[config.mk]
export PLATFORM = sky130hd
export DESIGN_NAME = instr_flow_ctrl_flat
export DESIGN_NICKNAME = d
export VERILOG_FILES = /design/src/rtl/instr_flow_ctrl_if.sv /design/src/rtl/instr_flow_ctrl.sv /design/src/flat_wrapper.sv
export SDC_FILE = /design/constraint.sdc
export NUM_CORES = 1
export LEC_CHECK = 0
export ABC_AREA = 1
export BUFFER_PORTS_ARGS = -buffer_cell sky130_fd_sc_hd__buf_4
export CORE_MARGIN = 5
export CORE_UTILIZATION = 50
export DETAILED_ROUTE_END_ITERATION = 8
export PLACE_DENSITY = 0.71
export REMOVE_ABC_BUFFERS = 1
export SLEW_MARGIN = 10
export SYNTH_ARGS = -nofsm -noshare
export SYNTH_HDL_FRONTEND = slang
export SYNTH_SLANG_ARGS = --single-unit
[constraint.sdc]
create_clock -name clk -period 2.55 [get_ports clk]
set_input_delay 0.1275 -clock clk [delete_from_list [all_inputs] [get_ports clk]]
set_output_delay 0.1275 -clock clk [all_outputs]
set_load 0.05 [all_outputs]
[src/rtl/instr_flow_ctrl_if.sv]
// Decoder/controller bundle for the instruction flow controller.
// Master drives requests and ptr_in; slave drives the pointer strobes.
interface instr_flow_ctrl_if #(
    parameter int WIDTH       = 8,
    parameter int STACK_DEPTH = 8
);
    localparam int DW = $clog2(STACK_DEPTH) + 1;

    logic             start;
    logic             stall;
    logic             halt_req;
    logic             jump_req;
    logic [WIDTH-1:0] jump_addr;
    logic             call_req;
    logic [WIDTH-1:0] call_addr;
    logic             ret_req;
    logic             fault_clr;
    logic [WIDTH-1:0] ptr_in;

    logic             ptr_enable;
    logic             ptr_load_enable;
    logic [WIDTH-1:0] ptr_load_val;
    logic             ptr_reset;
    logic             running;
    logic             halted;
    logic             fault;
    logic [1:0]       fault_code;
    logic [DW-1:0]    stack_depth;

    modport master (
        output start, stall, halt_req, jump_req, jump_addr,
        output call_req, call_addr, ret_req, fault_clr, ptr_in,
        input  ptr_enable, ptr_load_enable, ptr_load_val, ptr_reset,
        input  running, halted, fault, fault_code, stack_depth
    );

    modport slave (
        input  start, stall, halt_req, jump_req, jump_addr,
        input  call_req, call_addr, ret_req, fault_clr, ptr_in,
        output ptr_enable, ptr_load_enable, ptr_load_val, ptr_reset,
        output running, halted, fault, fault_code, stack_depth
    );
endinterface

[src/rtl/instr_flow_ctrl.sv]
// Instruction pointer sequencer with a hardware return-address stack.
// Strobes are Mealy so the pointer loads in the cycle a request is taken.
module instr_flow_ctrl #(
    parameter int               WIDTH       = 8,
    parameter int               STACK_DEPTH = 8,
    parameter logic [WIDTH-1:0] START_ADDR  = '0
) (
    input  logic             clk,
    input  logic             reset,
    instr_flow_ctrl_if.slave bus
);
    localparam int              AW   = $clog2(STACK_DEPTH);
    localparam int              DW   = AW + 1;
    localparam logic [DW-1:0]   FULL = DW'(STACK_DEPTH);

    typedef enum logic [1:0] {
        IDLE   = 2'd0,
        RUN    = 2'd1,
        HALTED = 2'd2,
        FAULT  = 2'd3
    } state_e;

    state_e           state_q, state_d;
    logic [DW-1:0]    sp_q, sp_d;
    logic [1:0]       fcode_q, fcode_d;
    logic [WIDTH-1:0] stack_q [STACK_DEPTH];

    logic             en;
    logic             ld;
    logic [WIDTH-1:0] ld_val;
    logic             push;
    logic [WIDTH-1:0] push_val;
    logic [AW-1:0]    top_idx;
    logic [AW-1:0]    wr_idx;

    assign top_idx  = AW'(sp_q - 1'b1);
    assign wr_idx   = sp_q[AW-1:0];
    assign push_val = bus.ptr_in + 1'b1;

    always_ff @(posedge clk) begin
        if (reset) begin
            state_q <= IDLE;
            sp_q    <= '0;
            fcode_q <= '0;
        end else begin
            state_q <= state_d;
            sp_q    <= sp_d;
            fcode_q <= fcode_d;
        end
    end

    always_ff @(posedge clk) begin
        if (push) begin
            stack_q[wr_idx] <= push_val;
        end
    end

    always_comb begin
        state_d = state_q;
        sp_d    = sp_q;
        fcode_d = fcode_q;
        en      = 1'b0;
        ld      = 1'b0;
        ld_val  = '0;
        push    = 1'b0;
        unique case (state_q)
            IDLE, HALTED: begin
                if (bus.start) begin
                    ld      = 1'b1;
                    ld_val  = START_ADDR;
                    sp_d    = '0;
                    state_d = RUN;
                end
            end
            RUN: begin
                // Fixed priority; lower-priority requests are dropped.
                if (!bus.stall) begin
                    if (bus.halt_req) begin
                        state_d = HALTED;
                    end else if (bus.ret_req) begin
                        if (sp_q == '0) begin
                            fcode_d = 2'd2;
                            state_d = FAULT;
                        end else begin
                            ld     = 1'b1;
                            ld_val = stack_q[top_idx];
                            sp_d   = sp_q - 1'b1;
                        end
                    end else if (bus.call_req) begin
                        if (sp_q == FULL) begin
                            fcode_d = 2'd1;
                            state_d = FAULT;
                        end else begin
                            push   = 1'b1;
                            sp_d   = sp_q + 1'b1;
                            ld     = 1'b1;
                            ld_val = bus.call_addr;
                        end
                    end else if (bus.jump_req) begin
                        ld     = 1'b1;
                        ld_val = bus.jump_addr;
                    end else begin
                        en = 1'b1;
                    end
                end
            end
            FAULT: begin
                if (bus.fault_clr) begin
                    state_d = IDLE;
                    fcode_d = '0;
                    sp_d    = '0;
                end
            end
            default: state_d = IDLE;
        endcase
        // Reset aborts whatever was accepted this cycle.
        if (reset) begin
            en     = 1'b0;
            ld     = 1'b0;
            ld_val = '0;
            push   = 1'b0;
        end
    end

    assign bus.ptr_enable      = en;
    assign bus.ptr_load_enable = ld;
    assign bus.ptr_load_val    = ld_val;
    assign bus.ptr_reset       = reset;
    assign bus.running         = (state_q == RUN);
    assign bus.halted          = (state_q == HALTED);
    assign bus.fault           = (state_q == FAULT);
    assign bus.fault_code      = fcode_q;
    assign bus.stack_depth     = sp_q;
endmodule

[src/flat_wrapper.sv]
// flat-port wrapper written by rule: the top's interface ports become plain ports
module instr_flow_ctrl_flat 
#(
    parameter int               WIDTH       = 8,
    parameter int               STACK_DEPTH = 8,
    parameter logic [WIDTH-1:0] START_ADDR  = '0
)
  (clk, reset, bus_start, bus_stall, bus_halt_req, bus_jump_req, bus_jump_addr, bus_call_req, bus_call_addr, bus_ret_req, bus_fault_clr, bus_ptr_in, bus_ptr_enable, bus_ptr_load_enable, bus_ptr_load_val, bus_ptr_reset, bus_running, bus_halted, bus_fault, bus_fault_code, bus_stack_depth);
  instr_flow_ctrl_if #(.WIDTH(WIDTH), .STACK_DEPTH(STACK_DEPTH)) bus_i ();
  input  logic clk;
  input  logic reset;
  input wire logic [$bits(bus_i.start)-1:0] bus_start;
  input wire logic [$bits(bus_i.stall)-1:0] bus_stall;
  input wire logic [$bits(bus_i.halt_req)-1:0] bus_halt_req;
  input wire logic [$bits(bus_i.jump_req)-1:0] bus_jump_req;
  input wire logic [$bits(bus_i.jump_addr)-1:0] bus_jump_addr;
  input wire logic [$bits(bus_i.call_req)-1:0] bus_call_req;
  input wire logic [$bits(bus_i.call_addr)-1:0] bus_call_addr;
  input wire logic [$bits(bus_i.ret_req)-1:0] bus_ret_req;
  input wire logic [$bits(bus_i.fault_clr)-1:0] bus_fault_clr;
  input wire logic [$bits(bus_i.ptr_in)-1:0] bus_ptr_in;
  output wire logic [$bits(bus_i.ptr_enable)-1:0] bus_ptr_enable;
  output wire logic [$bits(bus_i.ptr_load_enable)-1:0] bus_ptr_load_enable;
  output wire logic [$bits(bus_i.ptr_load_val)-1:0] bus_ptr_load_val;
  output wire logic [$bits(bus_i.ptr_reset)-1:0] bus_ptr_reset;
  output wire logic [$bits(bus_i.running)-1:0] bus_running;
  output wire logic [$bits(bus_i.halted)-1:0] bus_halted;
  output wire logic [$bits(bus_i.fault)-1:0] bus_fault;
  output wire logic [$bits(bus_i.fault_code)-1:0] bus_fault_code;
  output wire logic [$bits(bus_i.stack_depth)-1:0] bus_stack_depth;
  assign bus_i.start = bus_start;
  assign bus_i.stall = bus_stall;
  assign bus_i.halt_req = bus_halt_req;
  assign bus_i.jump_req = bus_jump_req;
  assign bus_i.jump_addr = bus_jump_addr;
  assign bus_i.call_req = bus_call_req;
  assign bus_i.call_addr = bus_call_addr;
  assign bus_i.ret_req = bus_ret_req;
  assign bus_i.fault_clr = bus_fault_clr;
  assign bus_i.ptr_in = bus_ptr_in;
  assign bus_ptr_enable = bus_i.ptr_enable;
  assign bus_ptr_load_enable = bus_i.ptr_load_enable;
  assign bus_ptr_load_val = bus_i.ptr_load_val;
  assign bus_ptr_reset = bus_i.ptr_reset;
  assign bus_running = bus_i.running;
  assign bus_halted = bus_i.halted;
  assign bus_fault = bus_i.fault;
  assign bus_fault_code = bus_i.fault_code;
  assign bus_stack_depth = bus_i.stack_depth;
  instr_flow_ctrl #(.WIDTH(WIDTH), .STACK_DEPTH(STACK_DEPTH), .START_ADDR(START_ADDR)) u_core (.clk(clk), .reset(reset), .bus(bus_i));
endmodule
Word-level counts from Yosys, hierarchy flattened:

Memories as Yosys holds them, arrays and structs flattened.
Cells that the tools add are included.

* register bits: 8
* latch bits: 0
* memory bits (writable): 64
* ROM bits: 0
* input port bits: 33
* output and inout bits: 20
* word-level logic and storage cells: 89
* memories: 1

Memory list
* u_core.stack_q: depth 8, bits a word 8, read ports 1, clocked after Yosys merged registers in 0, write ports 1, RTL line instr_flow_ctrl.sv:26 `logic [WIDTH-1:0] stack_q [STACK_DEPTH];`

* add/sub/neg operators: 3
* $mul: 0
* divide/modulo/power cells: 0
* $lt $le $gt $ge: 0
* eq/ne operators: 16
* shift operators: 0
* multiplexer cells: 59
* bitwise operators: 0
* reductions and logical operators: 7

Operators with widths (count)
* two-way mux 8 bit: 9
* two-way mux 4 bit: 8
* two-way mux 2 bit: 14
* two-way mux 1 bit: 24
* AND reduction 7 bit: 2
* one-hot mux 4 bit (3 select lines): 1
* != test 3 bit (second input constant): 3
* adder 8 x 1 -> 8 bit (second input constant): 1
* != test 2 bit (second input constant): 4
* != test 4 x 3 -> 1 bit (second input constant): 2
* != test 3 x 2 -> 1 bit (second input constant): 2
* one-hot mux 2 bit (3 select lines): 1
* AND reduction 6 bit: 1
* adder 4 x 1 -> 4 bit (second input constant): 1
* == test 2 bit (second input constant): 2
* == test 4 bit (second input constant): 1
* logical NOT 4 bit: 1
* != test 4 bit (second input constant): 1
* one-hot mux 2 bit (2 select lines): 1
* subtractor 4 x 1 -> 4 bit (second input constant): 1
* == test 2 x 1 -> 1 bit (second input constant): 1
* logical NOT 2 bit: 1
* one-hot mux 1 bit (2 select lines): 1
* nonzero test 2 bit: 1
* OR reduction 2 bit: 1

Longest topological paths before layout:

Gate-level depths: netlist of the first run.

* depth after elaboration: 10
* gate-level depth with buffers: 11
* depth with buffers taken out: 9

Least setup slack after synthesis of the first run:

No wires, ideal clock.

* kind: reg2out
* from: register u_core.sp_q[0] (netlist: u_core.bus.stack_depth[0])
* to: output port bus_ptr_load_val[0]
* arrival: 2.959 ns
* data required time: 2.423 ns
* slack: -0.537 ns
* cell stages (with the launch flop): 11
* path buffers: 3
* path through: dfxtp_1 > buf_2 > clkinv_1 > buf_2 > ha_1 > inv_1 > clkbuf_1 > nand2_1 > nand3_1 > nand3_1 > a21oi_1

* cells in the longest elaborated chain, start to end: 8
* elaborated cells on any way between the ends: 12
* classes of those cells: add/sub (1); eq/ne (1); mux (8); reduce/logical (1); memory (1)

Ends and longest elaborated chain
* start, declared: RTL line instr_flow_ctrl.sv:24 `logic [DW-1:0] sp_q, sp_d;`
* start signal, assigned: RTL line instr_flow_ctrl.sv:47 `sp_q <= sp_d;`
* subtractor 4 x 1 -> 4 bit or == test 4 bit (tied branches)
* memory (8 x 8 bit) or two-way mux 8 bit (tied branches)
* two-way mux 8 bit, on equally long branches: RTL line instr_flow_ctrl.sv:81, instr_flow_ctrl.sv:89
* two-way mux 8 bit *: RTL line instr_flow_ctrl.sv:80 `end else if (bus.ret_req) begin`
* two-way mux 8 bit *: RTL line instr_flow_ctrl.sv:78 `if (bus.halt_req) begin`
* two-way mux 8 bit *: RTL line instr_flow_ctrl.sv:77 `if (!bus.stall) begin`
* two-way mux 8 bit *
* two-way mux 8 bit *: RTL line instr_flow_ctrl.sv:117 `if (reset) begin`
* end, declared: RTL line flat_wrapper.sv:24 `output wire logic [$bits(bus_i.ptr_load_val)-1:0] bus_ptr_load_val;`

Every way passes the cells marked *; elsewhere a longest branch is shown, timed or not.

Worst setup path in the final report of the first run:

* from: register u_core.sp_q[0] (netlist: u_core.bus.stack_depth[0])
* to: output port bus_ptr_load_val[2]

The elaborated chain is that of the path after synthesis.

==> metrics.md, run 1 <==
| Metric | Value |
|---|---|
| Sw Ratio | 31.2% |
| Clk pin slew, worst setup/hold paths | 80 ps |
| Final min period | 2340 ps |
| Yosys warns | 0 |
| Clock power share | 30.8% |
| Setup Skew | 7.28 ps |
| Setup violators final | 0 |
| Max VDD drop | 378 µV |
| Detailed Place HPWL | 6040 µm |
| Design Area, Final | 0.00434 mm² |
| Worst endpoint required time | 2420 ps |
| RSZ-0062 raised after global routing | false |
| Slowest CP cell | dfxtp_1 |
| Cell Int Power | 1.98 mW |
| Gpl congestion | 0.869 |
| Commonest non-fill, non-tap cell in the layout | nor2_1 |
| Initial antenna violation count | 0 |
| Worst R2R Path Depth | 9 |
| Critical path depth in cells | 10 |
| Cell Area, Placed | 0.00413 mm² |
| Maxcap violations | 0 |
| Crit path arrival time | 2210 ps |
| DR vias | 2965 |
| Relative slew slack | 53.4% |
| First-pass GRT wire length | 13300 µm |
| CTS Buffer Depth | 2 |
| Area growth, synth to finish | 21.9% |
| Delay-heaviest family, CP | buffers and inverters |
| Gr usage total | 19.7% |
| Post-synthesis cell type count | 30 |
| CTS tree | done |
| Post-route clock period utilization | 91.6% |
| Global route overflow | 0 |
| Seq cells post-synth | 72 |
| Final wirelength | 8390 µm |
| Flop pwr share | 45.9% |
| Post-DR wirelength/cell | 15.2 µm |
| Share of total power in combinational logic | 23.2% |
| Clock Root Buffer | clkbuf_8 |
| Critical-path cell list | clkinv_1, ha_1, inv_2, buf_4, nor2_1, o21ai_0, nand3_1, nand3_1, a21oi_1, buf_4 |
| DR pass1 iterations | 5 |
| Post-Syn Area | 0.00356 mm² |
| Final Hold Viols | 0 |
| Number of global-route vias before repair | 2736 |
| Final Power | 2.88 mW |
| Reg2reg end | u_core.stack_q[0][2]$_DFFE_PP_ |
| I/O Pins | 53 |
| Ratio of cells with drive above 1 in the final layout | 22.1% |
| Initial Util | 51.8% |
| Leakage power | 1.76 nW |
| Inserted Clock Buffers | 9 |
| Path type of the worst setup path | reg2out |
| Worst-margin pin slew | 694 ps |
| Die H | 94.4 µm |
| CTS sink count | 72 |
| Crit-path max cell delay | 340 ps |
| Post-synthesis sequential area ratio | 58.5% |
| # DRC | 0 |
| Reg2reg start | u_core.state_q[0]$_SDFFE_PP0P_ |
| CP bufs+invs | 4 |
| Die ar. | 0.00890 mm² |
| Worst Setup End Kind | output port |
| Non-Filler Instances | 552 |
| Status | finished clean |
| CP Max Fanout | 15 |
| Pwr per Cell Area | 664 mW/mm² |
| Skew-Pair Late Insertion Delay | 340 ps |
| DIE WIDTH | 94.4 µm |
| Port bufs | 52 |
| Highest clock rate | 428 MHz |
| Pin count of the biggest net entering global routing | 39 |
| Avg Cell Area, Syn | 9.27 µm² |
| Commonest non-fill, non-tap cells in the layout | nor2_1, buf_4, nand2_1, edfxtp_1, nand3_1 |
| Fin Hold WS | 123 ps |
| Antenna diode count | 0 |
| Placed Cells | 535 |
| Worst R2R Setup Slack | 470 ps |
| H-tree depth | 3 |
| Core ar. | 0.00687 mm² |
| Core Rows | 30 |
| Net load switching power | 0.897 mW |
| Hold WC Path Type | in2reg |
| Max-slew violations | 0 |
| Setup crit start | u_core.bus.stack_depth[0]$_SDFFE_PP0P_ |
| Hold Path Cell Cnt | 4 |
| CP Capture Point | bus_ptr_load_val[2] |
| Via density | 5.37 |
| Gate Count Post-Synth | 384 |
| Post-DRT Antenna Nets | 0 |
| Initial DRC count | 231 |
| Final #Nets | 488 |
| Startpoint types | flop |
[power groups by stage]
stage / combinational (mW) / clock [mW] / sequential (mW)
after floorplan: 0.375 / 0 / 1.40
after global placement: 0.652 / 0 / 1.35
after detailed placement: 0.661 / 0 / 1.35
after CTS: 0.667 / 0.899 / 1.32
after global routing: 0.742 / 0.947 / 1.33
final: 0.670 / 0.888 / 1.32
[worst min path at each step]
stage                     slack, ps                                     to  startpoint
final                           120         u_core.state_q[0]$_SDFFE_PP0P_   bus_start
after global routing            140         u_core.state_q[0]$_SDFFE_PP0P_   bus_start
after CTS                       110         u_core.state_q[0]$_SDFFE_PP0P_   bus_start
after detailed placement        320  u_core.bus.fault_code[1]$_SDFFE_PP0P_       reset
after global placement          310  u_core.bus.fault_code[1]$_SDFFE_PP0P_       reset
after floorplan                 200  u_core.bus.fault_code[1]$_SDFFE_PP0P_       reset
[area by class of cell]
class | count | area (µm²)
inverter | 26 | 97.6
tap | 96 | 120
fill | 589 | 2530
clock inverter | 6 | 68.8
timing repair buffer | 69 | 520
sequential | 72 | 2080
multi-input combinational | 273 | 1320
clock buffer | 10 | 128
[flip-flops by register name, indices dropped and copies added (netlist names)]
signal / cells
u_core.state_q: 2
u_core.bus.fault_code: 2
u_core.bus.stack_depth: 4
u_core.stack_q: 64
[cells in the mapped netlist, drive strengths merged]
cell type,number,share of area (%)
nor2,86,9.7
nand2,70,7.8
edfxtp,64,54
nand3,41,6.5
o21ai,32,4.5
inv,25,2.6
a21oi,23,3.3
buf,8,1.2
dfxtp,8,4.5
clkbuf,5,0.56
xor2,5,1.2
ha,4,1.4
nand4,4,0.70
nor3,2,0.60
or2,2,0.35
xnor2,2,0.49
and2,1,0.18
clkinv,1,0.11
nor2b,1,0.18
[timing repair]
action | CTS | global route
endpoints found under the setup margin | 0 | 8
setup buffers | 0 | 0
hold buffers | 1 | 0
hold endpoints to repair | 1 | 0
resized for setup | 0 | 3
[worst register-to-register path: stages (launching register included)]
cell	delay, ps
dfxtp_1	420
inv_2	100
nor2_8	160
inv_2	70
nor2_4	120
nand3_4	140
nor3_4	190
nand2_2	100
nor2_1	270
buf_4	220
[stage by stage]
stage	util [%]	setup TNS, ps	setup slack [ps]
final	63.1	0	214
after global routing	63.1	0	21.6
after global placement	60.1	0	475
after CTS	63.1	0	52.0
after detailed placement	60.1	0	438
after floorplan	-	-112070	-1870
[per-layer routing]
metal  vias up  wire length [µm]  share of wire (%)  track usage (%)
met5         -                 0                  0                0
met4         0               116                1.4             7.94
met3        15               816                9.7             4.22
met2       151              3870                 46             31.6
met1      1362              3590                 43             26.2
li1       1437                 -                  -                -
[logic make-up (layout without fill, tap and decap cells)]
logic type / count (synthesis) / after routing / share of synthesized area, %
AOI/OAI and AO/OA: 55 / 55 / 7.84
xor gates and xnor gates: 7 / 7 / 1.72
adders and majority gates: 4 / 4 / 1.41
buffers and inverters: 39 / 111 / 4.50
DFF: 72 / 72 / 58.5
and+or+nand+nor: 207 / 207 / 26.0
Power figures use the tool's default switching activity.
==> run 2: changes to the inputs <==
--- a/config.mk
+++ b/config.mk
@@ -6,12 +6,10 @@
 export NUM_CORES = 1
 export LEC_CHECK = 0
 export ABC_AREA = 1
-export BUFFER_PORTS_ARGS = -buffer_cell sky130_fd_sc_hd__buf_4
 export CORE_MARGIN = 5
 export CORE_UTILIZATION = 50
 export DETAILED_ROUTE_END_ITERATION = 8
-export PLACE_DENSITY = 0.71
-export REMOVE_ABC_BUFFERS = 1
+export DONT_BUFFER_PORTS = 1
 export SLEW_MARGIN = 10
 export SYNTH_ARGS = -nofsm -noshare
 export SYNTH_HDL_FRONTEND = slang
==> constraint.sdc (replaced) <==
create_clock -name clk -period 2.5 [get_ports clk]
set_input_delay 0.125 -clock clk [delete_from_list [all_inputs] [get_ports clk]]
set_output_delay 0.125 -clock clk [all_outputs]
set_load 0.05 [all_outputs]
==> run 2 against run 1 <==
Global-route usage grew 0.088 points; wire length grew 0.36%; cell area shrank 3.7%; final cell count shrank 8.5%; core utilization shrank 2.3 points; critical endpoint is now bus_ptr_load_val[3]; largest cell class unchanged; largest power group unchanged.
==> metrics.md, run 2 (synthesized netlist as in run 1, its figures left out) <==
| Metric | Value |
|---|---|
| Post-DRT Antenna Nets | 0 |
| Non-Filler Instances | 505 |
| Initial DRC count | 238 |
| Worst R2R Setup Slack | 450 ps |
| Pwr per Cell Area | 672 mW/mm² |
| Leakage power | 1.53 nW |
| Delay-heaviest family, CP | buffers and inverters |
| Skew-Pair Late Insertion Delay | 330 ps |
| Share of total power in combinational logic | 23.6% |
| Pin count of the biggest net entering global routing | 39 |
| CP Max Fanout | 24 |
| Commonest non-fill, non-tap cells in the layout | nor2_1, nand2_1, edfxtp_1, nand3_1, o21ai_0 |
| Final Hold Viols | 0 |
| # DRC | 0 |
| Slowest CP cell | dfxtp_4 |
| Worst-margin pin slew | 697 ps |
| Commonest non-fill, non-tap cell in the layout | nor2_1 |
| Crit-path max cell delay | 350 ps |
| Die ar. | 0.00890 mm² |
| Worst endpoint required time | 2380 ps |
| RSZ-0062 raised after global routing | false |
| Flop pwr share | 48.4% |
| Final Power | 2.81 mW |
| Number of global-route vias before repair | 2527 |
| Inserted Clock Buffers | 9 |
| Crit path arrival time | 2250 ps |
| DR vias | 2720 |
| Global route overflow | 0 |
| First-pass GRT wire length | 13100 µm |
| Design Area, Final | 0.00418 mm² |
| Hold WC Path Type | in2reg |
| CTS sink count | 72 |
| Cell Area, Placed | 0.00399 mm² |
| Setup violators final | 0 |
| Sw Ratio | 33.0% |
| Largest register by flop count | u_core.stack_q |
| Status | finished clean |
| DR pass1 iterations | 5 |
| Max VDD drop | 416 µV |
| Core Rows | 30 |
| Worst Setup End Kind | output port |
| Finished Core Util | 60.8% |
| Final #Nets | 441 |
| Via density | 5.39 |
| Filler instances | 599 |
| Post-route clock period utilization | 95.1% |
| Multi-input gate area | 0.00143 mm² |
| Detailed Place HPWL | 5990 µm |
| H-tree depth | 3 |
| Startpoint types | flop |
| Port bufs | 0 |
| Gpl congestion | 0.805 |
| Max reg flops | 64 |
| Setup_tns | 0 ps |
| Antenna diode count | 0 |
| Die H | 94.4 µm |
| Final wirelength | 8420 µm |
| Relative slew slack | 53.4% |
| Ratio of cells with drive above 1 in the final layout | 17.1% |
| CTS tree | done |
| Core ar. | 0.00687 mm² |
| Highest clock rate | 421 MHz |
| Initial Util | 51.8% |
| Max-slew violations | 0 |
| Cell Int Power | 1.88 mW |
| Setup Skew | 5.67 ps |
| Gr usage total | 19.8% |
| Area growth, synth to finish | 17.4% |
| Clock Root Buffer | clkbuf_8 |
| DIE WIDTH | 94.4 µm |
| Clock power share | 28.0% |
| Final min period | 2380 ps |
| CTS Buffer Depth | 2 |
| Maxcap violations | 0 |
| I/O Pins | 53 |
| Placed Cells | 488 |
| Post-DR wirelength/cell | 16.7 µm |
| Initial antenna violation count | 0 |
| Post-CTS setup buffer count | 0 |
| Register Area | 0.00209 mm² |
| CP most frequent cell | nand3_1 |
| Critical-path cell list | clkinv_1, ha_1, inv_1, buf_4, nor2_1, o21ai_0, nand3_1, nand3_1, a21oi_4, buf_12 |
| Path type of the worst setup path | reg2out |
| CP bufs+invs | 4 |
| Clk pin slew, worst setup/hold paths | 80 ps |
| Net load switching power | 0.926 mW |
| Post-Syn Nets | 421 |
-- run 2: changes by cell type in the layout (fill, tap and decap cells not counted), moves of 8 or more --
cell	before	now
nor2_2	1	9
a21oi_1	22	14
buf_12	0	8
a21oi_4	0	8
nor2_1	83	75
buf_4	68	13
-- run 2: path summary, 6_finish.rpt --
check | depth (start not counted) | end | startpoint
worst min register to register | 3 | u_core.bus.stack_depth[3]$_SDFFE_PP0P_ | u_core.bus.stack_depth[3]$_SDFFE_PP0P_
worst max register to register | 7 | u_core.stack_q[3][7]$_DFFE_PP_ | u_core.bus.stack_depth[0]$_SDFFE_PP0P_
worst max-delay path | 10 | bus_ptr_load_val[3] | u_core.bus.stack_depth[0]$_SDFFE_PP0P_
worst min-delay path | 3 | u_core.state_q[0]$_SDFFE_PP0P_ | bus_halt_req
-- run 2: power by group through the flow --
stage	clock network, mW	logic, mW	registers [mW]
CTS	0.806	0.652	1.36
floorplan	0	0.446	1.41
global placement	0	0.638	1.39
global route	0.858	0.721	1.36
finish	0.785	0.663	1.36
detailed placement	0	0.649	1.39
-- run 2: tightest hold or removal path, cell delays in order --
cell and delay (ps):
o21ai_0 50, nor2_1 110, nor2_1 40
-- run 2: metrics by stage --
| stage | hold WS, ps | setup WS (ps) |
|---|---|---|
| finish | 40.7 | 122 |
| global route | 42.0 | 16.0 |
| CTS | 20.2 | 53.7 |
| detailed placement | 199 | 431 |
| global placement | 196 | 453 |
| floorplan | 194 | 61.9 |
-- run 2: timing repair --
item / in CTS / in global routing
endpoints found under the setup margin: 0 / 8
hold endpoints to repair: 1 / 0
gates resized for setup: 0 / 2
hold buffers: 1 / 0
-- run 2: layout make-up --
class | instances | share of cell area, %
inverter | 26 | 2.34
sequential | 72 | 49.9
clock inverter | 7 | 1.17
clock buffer | 9 | 2.96
multi-input combinational | 273 | 34.3
timing repair buffer | 22 | 6.41
tap | 96 | 2.88
-- run 2: routing by layer --
layer | global-route usage [%] | up-vias | share of wire (%)
li1 | - | 1336 | -
met1 | 27.7 | 1256 | 46
met2 | 29.9 | 116 | 44
met3 | 4.46 | 12 | 8.6
met4 | 8.18 | 0 | 1.4
met5 | 0 | - | 0
